===== src/rtl/cpu_phase_sequencer_pkg.sv =====
// Shared encodings and helpers for the RV32 phase sequencer.
// State codes double as the 3-bit debug phase shown on the 7-seg display.
package cpu_phase_sequencer_pkg;

  localparam int SEQ_W            = 3;
  localparam int DEFAULT_DEBOUNCE = 1_000_000;

  typedef enum logic [SEQ_W-1:0] {
    SEQ_IDLE      = 3'd0,
    SEQ_FETCH     = 3'd1,
    SEQ_DECODE    = 3'd2,
    SEQ_EXEC      = 3'd3,
    SEQ_MEM       = 3'd4,
    SEQ_WB        = 3'd5,
    SEQ_HALT      = 3'd6,
    SEQ_STEP_WAIT = 3'd7
  } seq_state_t;

  typedef struct packed {
    logic fetch;
    logic exec;
    logic mem;
    logic wb;
  } seq_strobe_t;

  function automatic seq_strobe_t decode_strobes(input seq_state_t s);
    seq_strobe_t stb;
    stb.fetch = (s == SEQ_FETCH);
    stb.exec  = (s == SEQ_EXEC);
    stb.mem   = (s == SEQ_MEM);
    stb.wb    = (s == SEQ_WB);
    return stb;
  endfunction

  function automatic logic is_wait_state(input seq_state_t s);
    return (s == SEQ_HALT) || (s == SEQ_STEP_WAIT);
  endfunction

endpackage


===== src/rtl/cpu_phase_sequencer_btn_debounce.sv =====
// Push-button conditioner: 2-FF synchronizer, stability counter, rising-edge detect.
// btn_press is a single-cycle pulse per accepted press, however long the button is held.
module cpu_phase_sequencer_btn_debounce
  import cpu_phase_sequencer_pkg::*;
#(
  parameter int DEBOUNCE_CYCLES = DEFAULT_DEBOUNCE
) (
  input  logic clk,
  input  logic rst,
  input  logic button,
  output logic btn_press
);

  localparam int            CW   = (DEBOUNCE_CYCLES > 1) ? $clog2(DEBOUNCE_CYCLES) : 1;
  localparam logic [CW-1:0] LAST = CW'(DEBOUNCE_CYCLES - 1);

  logic          sync_p0;
  logic          sync_p1;
  logic [CW-1:0] stable_cnt;
  logic          level_p2;
  logic          level_p3;

  // synchronizer stages
  always_ff @(posedge clk or posedge rst) begin
    if (rst) begin
      sync_p0 <= 1'b0;
      sync_p1 <= 1'b0;
    end else begin
      sync_p0 <= button;
      sync_p1 <= sync_p0;
    end
  end

  // accept a new level only after DEBOUNCE_CYCLES consecutive differing samples
  always_ff @(posedge clk or posedge rst) begin
    if (rst) begin
      stable_cnt <= '0;
      level_p2   <= 1'b0;
      level_p3   <= 1'b0;
    end else begin
      level_p3 <= level_p2;
      if (sync_p1 == level_p2) begin
        stable_cnt <= '0;
      end else if (stable_cnt == LAST) begin
        stable_cnt <= '0;
        level_p2   <= sync_p1;
      end else begin
        stable_cnt <= stable_cnt + CW'(1);
      end
    end
  end

  assign btn_press = level_p2 & ~level_p3;

endmodule


===== src/rtl/cpu_phase_sequencer.sv =====
// Central FETCH->DECODE->EXEC->MEM->WB sequencer with ecall halt and button resume.
// Optional feature macro SINGLE_STEP_EN: honours step_mode and enables the STEP_WAIT state.
module cpu_phase_sequencer
  import cpu_phase_sequencer_pkg::*;
#(
  parameter int DEBOUNCE_CYCLES = DEFAULT_DEBOUNCE,
  parameter int CNT_W           = 32
) (
  input  logic             clk,
  input  logic             rst,
  input  logic             button,
  input  logic             ecall,
  input  logic             step_mode,
  output logic             fetch_stb,
  output logic             exec_stb,
  output logic             mem_stb,
  output logic             wb_stb,
  output logic             pc_en,
  output logic             halted,
  output logic [SEQ_W-1:0] phase,
  output logic [CNT_W-1:0] retired_cnt
);

  seq_state_t  state_q;
  seq_state_t  state_nx;
  seq_strobe_t stb_q;
  logic        halted_q;
  logic        ecall_q;
  logic        btn_press;
  logic        step_active;
  logic [CNT_W-1:0] retired_q;

  cpu_phase_sequencer_btn_debounce #(
    .DEBOUNCE_CYCLES(DEBOUNCE_CYCLES)
  ) u_debounce (
    .clk      (clk),
    .rst      (rst),
    .button   (button),
    .btn_press(btn_press)
  );

`ifdef SINGLE_STEP_EN
  assign step_active = step_mode;
`else
  logic unused_step_mode;
  assign unused_step_mode = step_mode;
  assign step_active      = 1'b0;
`endif

  // Next state; a button pulse outside HALT/STEP_WAIT falls through and is lost.
  always_comb begin
    state_nx = state_q;
    case (state_q)
      SEQ_IDLE:   state_nx = SEQ_FETCH;
      SEQ_FETCH:  state_nx = SEQ_DECODE;
      SEQ_DECODE: state_nx = SEQ_EXEC;
      SEQ_EXEC:   state_nx = SEQ_MEM;
      SEQ_MEM:    state_nx = SEQ_WB;
      SEQ_WB: begin
        if (ecall_q)          state_nx = SEQ_HALT;
        else if (step_active) state_nx = SEQ_STEP_WAIT;
        else                  state_nx = SEQ_FETCH;
      end
      SEQ_HALT, SEQ_STEP_WAIT: begin
        if (btn_press) state_nx = SEQ_FETCH;
      end
      default: state_nx = SEQ_IDLE;
    endcase
  end

  // Strobes decoded from next state so each is a clean register output in its phase.
  always_ff @(posedge clk or posedge rst) begin
    if (rst) begin
      state_q  <= SEQ_IDLE;
      stb_q    <= '0;
      halted_q <= 1'b0;
    end else begin
      state_q  <= state_nx;
      stb_q    <= decode_strobes(state_nx);
      halted_q <= is_wait_state(state_nx);
    end
  end

  always_ff @(posedge clk or posedge rst) begin
    if (rst) begin
      ecall_q <= 1'b0;
    end else if (state_q == SEQ_EXEC) begin
      ecall_q <= ecall;
    end else if (state_q == SEQ_WB) begin
      ecall_q <= 1'b0;
    end
  end

  // Counter advances on the edge that completes WB; wraps naturally at 2^CNT_W.
  always_ff @(posedge clk or posedge rst) begin
    if (rst) begin
      retired_q <= '0;
    end else if (state_q == SEQ_WB) begin
      retired_q <= retired_q + CNT_W'(1);
    end
  end

  assign fetch_stb   = stb_q.fetch;
  assign exec_stb    = stb_q.exec;
  assign mem_stb     = stb_q.mem;
  assign wb_stb      = stb_q.wb;
  assign pc_en       = stb_q.wb;
  assign halted      = halted_q;
  assign phase       = state_q;
  assign retired_cnt = retired_q;

endmodule


===== config.mk =====
export PLATFORM = sky130hd
export DESIGN_NAME = cpu_phase_sequencer
export DESIGN_NICKNAME = d
export VERILOG_FILES = /design/src/rtl/cpu_phase_sequencer_pkg.sv /design/src/rtl/cpu_phase_sequencer_btn_debounce.sv /design/src/rtl/cpu_phase_sequencer.sv
export SDC_FILE = /design/constraint.sdc
export NUM_CORES = 1
export LEC_CHECK = 0
export BUFFER_PORTS_ARGS = -buffer_cell sky130_fd_sc_hd__buf_2
export CORE_MARGIN = 1
export CORE_UTILIZATION = 56
export CTS_BUF_LIST = sky130_fd_sc_hd__clkbuf_8
export DETAILED_ROUTE_END_ITERATION = 10
export GPL_TIMING_DRIVEN = 1
export PLACE_DENSITY = 0.79
export RECOVER_POWER = 50
export SETUP_SLACK_MARGIN = 0.05
export SYNTH_ARGS = -nofsm -noshare
export SYNTH_HDL_FRONTEND = slang
export SYNTH_SLANG_ARGS = --single-unit

===== constraint.sdc =====
create_clock -name clk -period 2.6 [get_ports clk]
set_clock_uncertainty 0.1 [all_clocks]
set_input_delay 0.39 -clock clk [delete_from_list [all_inputs] [get_ports clk]]
set_output_delay 0.39 -clock clk [all_outputs]
set_load 0.01 [all_outputs]

; ---- After elaboration in Yosys (flattened, before gate mapping)
; Index checks and enable logic that the tools add are counted.
; W data, S select, Z words.
[totals]
output_inout_bits = 41
input_bits = 5
reg_bits = 65
word_cells = 45
[op_classes]
n_reduce_logical = 5
n_addsub = 2
eq_ne = 15
bitwise_logic = 3
n_mux = 7
[op_table]
columns = operator, count
row1 = $mux W20, 2
row2 = $add A32 B1 Y32 const B, 1
row3 = $eq A3 B3 Y1 const B, 8
row4 = $pmux W3 S7, 1
row5 = $add A20 B1 Y20 const B, 1
row6 = $eq A20 B20 Y1 const B, 1
row7 = $eq A3 B2 Y1 const B, 3
row8 = $eq A3 B1 Y1 const B, 2
row9 = $mux W3, 2
row10 = $logic_not A3 Y1, 1
row11 = $mux W1, 2
row12 = $not A1 Y1, 2
row13 = $reduce_and A2 Y1, 1
row14 = $reduce_bool A2 Y1, 1
row15 = $reduce_or A2 Y1, 1
row16 = $and A1 B1 Y1, 1
row17 = $eq A1 B1 Y1, 1
row18 = $logic_or A1 B1 Y1, 1

; ---- Longest topological paths before layout
; Gate-level depths: netlist (run 1).
[logic_depth]
word_depth = 6
depth_mapped = 7
depth_no_buf = 5

; ---- Hierarchy
; A second synthesis (run 1) with hierarchy kept.
[hier_totals]
cells_unflattened = 281
hier_area_um2 = 3071.7
[modules_own_cells]
columns = mod, n_inst, cells_each, area_each_um2, seq_area_each_um2
row1 = cpu_phase_sequencer, 1, 171, 1890.6, 1026.0
row2 = cpu_phase_sequencer_btn_debounce, 1, 110, 1181.1, 600.6

; ---- Least setup slack after synthesis (run 1)
; Ideal clock, no wire load.
[synth_timing]
path_type = register to register
start = reg state_q[1], in the netlist phase[1]
end = reg retired_q[26], in the netlist retired_cnt[26]
slack_ns = 0.587
path_buffers = 2
required_time_ns = 2.375
arrival_time_ns = 1.788
setup_ns = 0.125
period_less_slack_ns = 2.013
stages_incl_launch_ff = 7
path_cell_list = dfrtp_1 buf_2 and3b_1 buf_4 nand4_2 or4_1 xnor2_1
[synth_via]
elab_chain_len = 1
[synth_lines]
columns = item, line
row1 = "start, declared", cpu_phase_sequencer.sv:24  ; seq_state_t state_q;
row2 = "start signal, assigned", cpu_phase_sequencer.sv:78  ; state_q <= state_nx;
row3 = $eq A3 B3 Y1, cpu_phase_sequencer.sv:98  ; end else if (state_q == SEQ_WB) begin
row4 = "end signal, assigned", cpu_phase_sequencer.sv:99  ; retired_q <= retired_q + CNT_W'(1);
row5 = "end, declared", cpu_phase_sequencer.sv:31  ; logic [CNT_W-1:0] retired_q;
; Every way passes these cells.
; A chain may end at the register's enable or synchronous reset.

; ---- Final worst setup path (run 1)
[layout_timing]
start = reg retired_q[7], in the netlist retired_cnt[7]
end = reg retired_q[31], in the netlist retired_cnt[31]
[layout_via]
elab_chain_len = 1
[layout_lines]
columns = item, line
row1 = $add A32 B1 Y32, cpu_phase_sequencer.sv:99
; Every way passes these cells.

==> flow_summary_export.csv, run 1 <==
group,metric,value,unit
synth,syn_nets,288,
clock_network,cts_inserted_buffers,9,
global_route,grt_pass1_wl,8830,µm
synth,ys.flop_type,"dfrtp_1",
pwr,power.leakage,1.68,nW
routing,num_vias,2195,
cells_and_area,drive_gt1_share,18.6,%
sta,slew_viol_final,66,
clock_network,cts_max_path_buffers,2,
worst_hold_path,min_path_type,"in2reg",
cells_and_area,nFillCells,390,
sta,fin_tns_setup,0,ns
clock_network,postCtsSetupRepairBufs,0,
die,num_rows,26,
routing,drc,0,
die,io_pins,46,
routing,wl,5360,µm
sta,max_freq,0.489,GHz
global_route,grt_usage,21.3,%
sta,setup_violations,0,
clock_network,clk_pin_slew,0.07,ns
routing,drt_iter0_markers,152,
die,dieWidth,75,µm
sta,finalHoldViolCount,0,
synth,synth_area,2980,µm²
clock_network,cts_root_buf,"clkbuf_8",
synth,netlist_instances,281,
placed_design,placed_cells,389,
synth,ys_async_sr_fraction,100,%
worst_setup_path,worstSetupEndpointType,"flip-flop",
worst_setup_path,crit_required,2.72,ns
sta,rsz0062_at_grt,"no",
worst_setup_path,critPathKind,"reg2reg",
synth,synth-seq-cells,65,
job,drv_cap,1,
worst_setup_path,critPathArrivalTime,2.17,ns
placed_design,dpl.hpwl,3710,µm
clock_network,cts_tree,"done",
synth,yosys-top-cells-count,"65 x dfrtp_1, 25 x xor2_1, 24 x nor2_1, 21 x xnor2_1, 19 x nand3_1",
global_route,grt_overflow,0,
routing,ant_nets,0,
die,die_h,75,µm
synth,postSynthAreaPerCell,10.6,µm²
clock_network,postCtsResizedCells,0,
cells_and_area,antenna_cells,0,
routing,detail_route.first_pass.iterations,4,
worst_setup_path,critPathLaunchType,"flip-flop",
clock_network,cts_sinks,65,
outcome,violations,"capacitance limit, slew limit",
sta,period_needed,2.05,ns
outcome,outcome,"finished, violations left",
synth,yosysMostFrequentCell,"dfrtp_1",
placed_design,gp_congestion,0.802,
clock_network,htreeDepth,3,
cells_and_area,ff_latch_area,1630,µm²
synth,synth.yosys.seq_area_share,54.5,%
sta,slew_headroom,-3.09,%
sta,worst_pin_slew,1.55,ns
synth,synth-edff-count,0,
cells_and_area,area_growth,15.8,%
die,die-area,5630,µm²
worst_setup_path,critPathMaxFanout,6,
global_route,grt_pass1_vias,1954,
clock_network,insertion_delay,0.34,ns
global_route,antenna_found_initial,0,
synth,yosys.area.top_type,"dfrtp_1",
cells_and_area,multi_input_area,1260,µm²
die,start_util,58.4,%
cells_and_area,final_nets,337,
routing,routed_via_density,5.43,
clock_network,holdBufCountCts,0,
synth,synth.area.top_cells,"dfrtp_1 55%, xor2_1 7.3%, xnor2_1 6.2%, nand3_1 3.2%, nor2_1 3.0%",
synth,yosys.area.top_type_share,54.5,%
placed_design,place.port_buffers,44,
cells_and_area,layout.cells.non_filler,404,
synth,synth_cell_types,38,
die,coreArea,5110,µm²
pwr,vdd_drop_max,0.798,mV
synth,ys.warnings.count,0,
routing,wl_per_cell,13.3,µm
global_route,grt_max_degree,66,
pwr,power.density,721,nW/µm²
sta,period_share,78.7,%
## stage by stage
step / utilization [%] / instance area, µm² / total power, W / hold WS, ns / setup slack [ns]
global route: 67.6 / 3450 / 0.00263 / 0.0490 / 0.448
CTS: 67.9 / 3470 / 0.00253 / 0.0487 / 0.552
finish: 67.6 / 3450 / 0.00249 / 0.0619 / 0.555
detailed placement: 64.1 / 3270 / 0.00169 / 0.237 / 0.570
floorplan: - / 2980 / 0.00155 / 0.231 / 0.484
global placement: 64.1 / 3270 / 0.00168 / 0.234 / 0.592
## report_power, final
| group | switching, W | total (W) | internal [W] |
|---|---|---|---|
| clock network | 0.000353 | 0.000836 | 0.000483 |
| registers | 0.000121 | 0.00124 | 0.00111 |
| logic | 0.000242 | 0.000421 | 0.000179 |
| total | 0.000716 | 0.00249 | 0.00178 |
## sequential cells by signal (all words and copies together), names as in the netlist
name and cells:
u_debounce.level_p3 1, u_debounce.sync_p1 1, halted 1, phase 3
u_debounce.sync_p0 1, u_debounce.stable_cnt 20, retired_cnt 32, pc_en 1
ecall_q 1, u_debounce.level_p2 1, mem_stb 1, fetch_stb 1
exec_stb 1
## metal layers
layer  vias to the layer above  global-route usage, %  routed length, µm
met5                         -                      0                  0
met4                         0                   11.1                111
met3                        12                   5.09                253
met2                        56                   30.5               2410
met1                      1045                   30.1               2590
li1                       1082                      -                  -
## kinds of logic after synthesis
logic type | Yosys count | synth area share [%]
adder cells (fa/ha/maj) | 2 | 0.838
AO/OA/AOI/OAI | 20 | 4.07
flip-flops | 65 | 54.5
AND/OR/NAND/NOR | 125 | 23.1
multiplexers | 2 | 0.755
buffers and inverters | 21 | 3.19
XOR/XNOR | 46 | 13.5
## layout make-up
| class | count | share of cell area (%) |
|---|---|---|
| timing repair buffer | 49 | 7.10 |
| multi-input combinational | 195 | 36.5 |
| inverter | 10 | 1.09 |
| sequential | 65 | 47.1 |
| clock inverter | 4 | 1.27 |
| clock buffer | 11 | 4.38 |
| tap | 70 | 2.54 |
## placed cells by master, fill, tap and decap left out, types with 2 or more instances in the layout
cell type	netlist	final
a21oi_1	6	6
clkbuf_1	4	8
nand4_2	2	2
clkinv_2	0	2
xnor2_1	21	21
nor3_1	10	10
dfrtp_1	65	65
o22ai_1	2	2
xor2_1	25	25
and4_1	7	7
nand2b_1	2	2
or4_1	4	4
buf_2	2	36
nor2_1	24	24
nor4_1	7	7
or3_1	4	4
nand3_1	19	19
inv_1	10	11
and3_1	6	6
nand4_1	12	12
o21ai_0	6	6
clkbuf_8	0	11
o31ai_1	2	2
mux2_2	2	2
and2_1	3	2
buf_4	3	4
nand2_1	18	18
ha_1	2	2
## critical path, cell delays in order (launching register included)
cell and delay [ns]:
dfrtp_1 0.45, nand4_2 0.18, or3_1 0.49, or4_1 0.57, xnor2_1 0.15
## worst paths after layout
| path | cells past startpoint | from | to | slack [ns] |
|---|---|---|---|---|
| setup / recovery | 4 | retired_cnt[7]$_DFFE_PP0N_ | retired_cnt[31]$_DFFE_PP0N_ | 0.55 |
| hold / removal | 1 | button | u_debounce.sync_p0$_DFF_PP0_ | 0.06 |
| setup reg to reg | 4 | retired_cnt[7]$_DFFE_PP0N_ | retired_cnt[31]$_DFFE_PP0N_ | 0.55 |
| hold reg to reg | 0 | u_debounce.sync_p0$_DFF_PP0_ | u_debounce.sync_p1$_DFF_PP0_ | 0.25 |
| max in group asynchronous | 3 | rst | ecall_q$_DFFE_PP0P_ | 1.00 |
| min in group asynchronous | 3 | rst | u_debounce.stable_cnt[14]$_DFF_PP0_ | 0.48 |
(Power assumes the default switching activity.)
==> run 2: changes to the inputs <==
clock period = 1.93 ns   (was 2.6 ns; I/O delays follow)
==> run 2 against run 1 <==
Against the previous run:
- the flow now finishes without violations
- wire length increased by 10%
- via count increased by 6.6%
- non-clock buffer count increased by 27
- hold slack improved by 0.19 ns
- combinational power increased by 68%
- sequential power increased by 28%
- largest cell class unchanged
- largest power group unchanged
- setup slack got worse by 0.48 ns
- core utilization increased by 5.4 points
- critical path depth unchanged
- count of clock-buffer cells in the layout decreased by 1
- critical path type unchanged
- first-iteration DRC count increased by 8.6%
- die area unchanged
==> flow_summary_export.csv, run 2 (same netlist as run 1, synthesis figures left out) <==
group,metric,value,unit
outcome,outcome,"finished clean",
clock_network,cts_max_path_buffers,2,
worst_setup_path,reg2reg_to,"retired_cnt[31]$_DFFE_PP0N_",
clock_network,clk_pin_slew,0.07,ns
worst_hold_path,hold_depth,0,
sta,worst_pin_slew,0.964,ns
cells_and_area,final_nets,364,
die,die_h,75,µm
sta,finalHoldViolCount,0,
pwr,power.total,0.00340,W
worst_setup_path,rrSetupSlack,0.07,ns
routing,drc,0,
sta,setup_violations,0,
clock_network,insertion_delay,0.34,ns
global_route,grt_overflow,0,
worst_setup_path,worstSetupEndpointType,"flip-flop",
global_route,grt_pass1_vias,2124,
clock_network,cts_inserted_buffers,9,
routing,dr_wl_met3,222,µm
worst_setup_path,crit_required,2.06,ns
clock_network,cts_root_buf,"clkbuf_8",
clock_network,cts_sinks,65,
routing,wl_met1,2850,µm
global_route,antenna_found_initial,0,
placed_design,dpl.hpwl,3980,µm
cells_and_area,antenna_cells,0,
worst_setup_path,critPathLaunchType,"flip-flop",
sta,max_freq,0.538,GHz
worst_setup_path,r2r_start,"retired_cnt[7]$_DFFE_PP0N_",
global_route,grt_usage,23.5,%
die,num_rows,26,
sta,fin_tns_setup,0,ns
routing,wl_met2,2740,µm
worst_setup_path,critPathMaxFanout,6,
routing,wl,5900,µm
cells_and_area,final_common_cell,"dfrtp_1",
pwr,power.leakage,1.83,nW
cells_and_area,drive_gt1_share,26.5,%
pwr,power.density,911,nW/µm²
die,dieWidth,75,µm
sta,slew_headroom,35.4,%
die,io_pins,46,
sta,rsz0062_at_grt,"yes",
worst_setup_path,critPathArrivalTime,1.99,ns
cells_and_area,nFillCells,371,
worst_hold_path,min_to,"u_debounce.sync_p1$_DFF_PP0_",
cells_and_area,largest_reg_flops,32,
placed_design,gp_congestion,0.835,
sta,period_share,96.3,%
job,drv_cap,0,
routing,routed_via_density,5.41,
pwr,vdd_drop_max,0.920,mV
routing,num_vias,2339,
clock_network,htreeDepth,3,
routing,detail_route.first_pass.iterations,4,
worst_setup_path,cp-startpoint,"retired_cnt[7]$_DFFE_PP0N_",
cells_and_area,most-common-layout-cells,"62 x dfrtp_1, 37 x buf_2, 26 x buf_4",
sta,slew_viol_final,0,
sta,period_needed,1.86,ns
cells_and_area,area_growth,25.0,%
routing,wl_per_cell,13.7,µm
routing,ant_nets,0,
global_route,grt_pass1_wl,9650,µm
routing,drt_iter0_markers,165,
worst_hold_path,min_path_type,"reg2reg",
routing,highest_layer,"met4",
die,coreArea,5110,µm²
worst_setup_path,critPathKind,"reg2reg",
placed_design,place.port_buffers,44,
worst_setup_path,reg2reg_depth,4,
worst_hold_path,hold_start,"u_debounce.sync_p0$_DFF_PP0_",
die,start_util,58.4,%
global_route,grt_max_degree,47,
clock_network,cts_tree,"done",
die,die-area,5630,µm²
[run 2: cell count changes in the layout (fill, tap and decap cells not counted), sizes merged]
cell         change
clkinvlp         +1
inv              +1
dlygate4sd3      +2
clkbuf           -1
buf             +25
[run 2: cell type report]
class,instances,area [µm²],area share [%]
Inverter,10,38.8,1.04
Timing Repair Buffer,76,474,12.7
Multi-Input combinational cell,195,1310,35.1
Tap cell,70,87.6,2.35
Sequential cell,65,1630,43.7
Clock inverter,6,51.3,1.37
Clock buffer,10,138,3.69
[run 2: worst max-delay path, cell delays in order, from the launching register on]
cell and delay (ns):
dfrtp_2 0.42, nand4_4 0.13, or3_4 0.44, or4_4 0.52
xnor2_1 0.14
[run 2: timing repair]
action | CTS | global route
setup buffers | 1 | 1
setup endpoints to repair | 1 | 6
pin swaps | 0 | 2
hold endpoints to repair | 20 | 0
gates resized for setup | 2 | 8
hold buffers | 2 | 0
[run 2: how the worst max path moves through the flow]
stage / to / slack [ns] / cells after the start
2_1_floorplan: retired_cnt[26]$_DFFE_PP0N_ / -0.01 / 5
3_3_place_gp: retired_cnt[31]$_DFFE_PP0N_ / 0.1 / 4
3_5_place_dp: u_debounce.level_p2$_DFFE_PP0P_ / 0.05 / 4
4_1_cts: retired_cnt[31]$_DFFE_PP0N_ / 0.08 / 4
5_1_grt: retired_cnt[31]$_DFFE_PP0N_ / 0.03 / 4
6_report: retired_cnt[31]$_DFFE_PP0N_ / 0.07 / 4
[run 2: layer usage]
layer  GRT usage [%]  vias up
li1                -     1133
met1            32.5     1138
met2            35.5       60
met3            6.83        8
met4            8.81        0
met5               0        -
[run 2: power breakdown]
part	internal [W]	switching, W
registers	0.00150	0.0000872
clock network	0.000613	0.000490
logic	0.000287	0.000420
[run 2: metrics by stage]
stage / setup WS, ns / instances / cell area, µm² / util, % / hold slack [ns]
after floorplan: -0.0111 / 281 / 3000 / - / 0.221
after global placement: 0.0998 / 412 / 3480 / 68.2 / 0.226
after detailed placement: 0.0539 / 412 / 3480 / 68.2 / 0.232
after CTS: 0.0752 / 431 / 3710 / 72.6 / 0.243
after global routing: 0.0266 / 432 / 3730 / 73.1 / 0.282
final: 0.0722 / 432 / 3730 / 73.1 / 0.255
==> run 3: changes to the inputs <==
PLACE_DENSITY = 0.78   (was 0.79)
TNS_END_PERCENT = 30   (was default)
==> run 3 against run 2 <==
Against the previous run:
- critical endpoint is now u_debounce.level_p2$_DFFE_PP0P_
- cell count is 1.2% higher
- first-iteration DRC count down 4.8%
- sequential power about the same
==> flow_summary_export.csv, run 3 (same netlist as run 1, synthesis figures left out) <==
group,metric,value,unit
outcome,outcome,"finished clean",
pwr,power.leakage,1.86,nW
die,coreArea,5110,µm²
sta,worst_pin_slew,0.852,ns
worst_setup_path,crit_required,2.05,ns
worst_setup_path,reg2reg_depth,4,
routing,drt_iter0_markers,157,
die,die-area,5630,µm²
cells_and_area,area_growth,26.0,%
clock_network,cts_sinks,65,
clock_network,cts_tree,"done",
worst_setup_path,reg2reg_to,"u_debounce.level_p2$_DFFE_PP0P_",
global_route,grt_pass1_vias,2300,
die,dieWidth,75,µm
clock_network,cts_inserted_buffers,9,
cells_and_area,largest_reg_flops,32,
cells_and_area,final_common_cell,"dfrtp_1",
global_route,grt_overflow,0,
die,die_h,75,µm
clock_network,cts_root_buf,"clkbuf_8",
sta,setup_violations,0,
die,num_rows,26,
cells_and_area,ff_latch_area,1630,µm²
die,start_util,58.4,%
worst_hold_path,min_to,"u_debounce.sync_p1$_DFF_PP0_",
sta,slew_headroom,43.2,%
clock_network,clk_pin_slew,0.07,ns
global_route,grt_max_degree,66,
sta,max_freq,0.536,GHz
cells_and_area,final_nets,370,
sta,period_needed,1.86,ns
clock_network,insertion_delay,0.33,ns
worst_hold_path,min_path_type,"reg2reg",
job,drv_cap,0,
worst_setup_path,critPathMaxFanout,4,
global_route,grt_pass1_wl,10400,µm
worst_setup_path,worstSetupEndpointType,"flip-flop",
routing,wl_per_cell,15.0,µm
routing,wl,6540,µm
placed_design,placed_cells,416,
worst_setup_path,critPathArrivalTime,1.99,ns
worst_hold_path,hold_depth,0,
global_route,antenna_found_initial,0,
routing,drc,0,
cells_and_area,multi_input_area,1300,µm²
placed_design,dpl.hpwl,4280,µm
cells_and_area,post-route-util,73.6,%
placed_design,gp_congestion,0.813,
worst_setup_path,critPathLaunchType,"flip-flop",
pwr,vdd_drop_max,0.758,mV
pwr,power.density,942,nW/µm²
cells_and_area,nFillCells,369,
clock_network,htreeDepth,3,
sta,rsz0062_at_grt,"yes",
cells_and_area,most-common-layout-cells,"65 x dfrtp_1, 37 x buf_2, 33 x buf_4",
worst_setup_path,rrSetupSlack,0.07,ns
cells_and_area,drive_gt1_share,27.5,%
sta,finalHoldViolCount,0,
sta,period_share,96.6,%
clock_network,cts_max_path_buffers,2,
worst_setup_path,critPathKind,"reg2reg",
global_route,grt_usage,25.0,%
sta,slew_viol_final,0,
worst_hold_path,hold_start,"u_debounce.sync_p0$_DFF_PP0_",
placed_design,place.port_buffers,44,
routing,detail_route.first_pass.iterations,4,
cells_and_area,antenna_cells,0,
worst_setup_path,r2r_start,"u_debounce.stable_cnt[17]$_DFF_PP0_",
routing,num_vias,2449,
die,io_pins,46,
routing,routed_via_density,5.60,
sta,fin_tns_setup,0,ns
routing,ant_nets,0,
cells_and_area,layout.cells.non_filler,437,
## run 3: stage by stage
| stage | hold slack [ns] | instance area (µm²) | worst slack (ns) | total power, W |
|---|---|---|---|---|
| finish | 0.251 | 3760 | 0.0660 | 0.00354 |
| global route | 0.263 | 3760 | 0.0261 | 0.00371 |
| CTS | 0.254 | 3720 | 0.0701 | 0.00359 |
| detailed placement | 0.243 | 3490 | 0.0799 | 0.00237 |
| global placement | 0.245 | 3490 | 0.106 | 0.00234 |
| floorplan | 0.221 | 2990 | -0.0825 | 0.00208 |
## run 3: timing repair
action	CTS	global route
setup endpoints to repair	0	20
endpoints found under the hold margin	66	0
hold buffers	2	0
buffers inserted	0	4
gates resized for setup	0	8
## run 3: worst max path at each step
stage	startpoint	end	cells after the start
3_3_place_gp	u_debounce.stable_cnt[17]$_DFF_PP0_	u_debounce.level_p2$_DFFE_PP0P_	4
5_1_grt	u_debounce.stable_cnt[0]$_DFF_PP0_	u_debounce.stable_cnt[10]$_DFF_PP0_	6
4_1_cts	u_debounce.stable_cnt[17]$_DFF_PP0_	u_debounce.level_p2$_DFFE_PP0P_	4
6_report	u_debounce.stable_cnt[17]$_DFF_PP0_	u_debounce.level_p2$_DFFE_PP0P_	4
3_5_place_dp	u_debounce.stable_cnt[17]$_DFF_PP0_	u_debounce.level_p2$_DFFE_PP0P_	4
2_1_floorplan	phase[1]$_DFF_PP0_	retired_cnt[26]$_DFFE_PP0N_	6
## run 3: routing by layer
| layer | share of wire [%] | global-route usage, % | vias to the layer above |
|---|---|---|---|
| met5 | 0 | 0 | - |
| met4 | 1.4 | 10.5 | 0 |
| met3 | 3.0 | 4.69 | 7 |
| met2 | 51 | 41.2 | 52 |
| met1 | 44 | 32.6 | 1246 |
| li1 | - | - | 1144 |
## run 3: cell type report
type / count / area share (%)
sequential: 65 / 43.3
multi-input combinational: 195 / 34.5
timing repair buffer: 82 / 13.1
clock buffer: 13 / 4.76
tap: 70 / 2.33
inverter: 10 / 1.10
clock inverter: 2 / 0.932
## run 3: where the power goes
part	switching, W	total, W	internal [W]
sequential	0.0000829	0.00158	0.00150
clock	0.000487	0.00122	0.000729
combinational	0.000445	0.000744	0.000299
## run 3: worst max-delay path: stages, from the launching register on
cell,delay [ns]
dfrtp_1,0.38
nand3_1,0.12
or4b_2,0.67
nor2_1,0.14
mux2_2,0.34
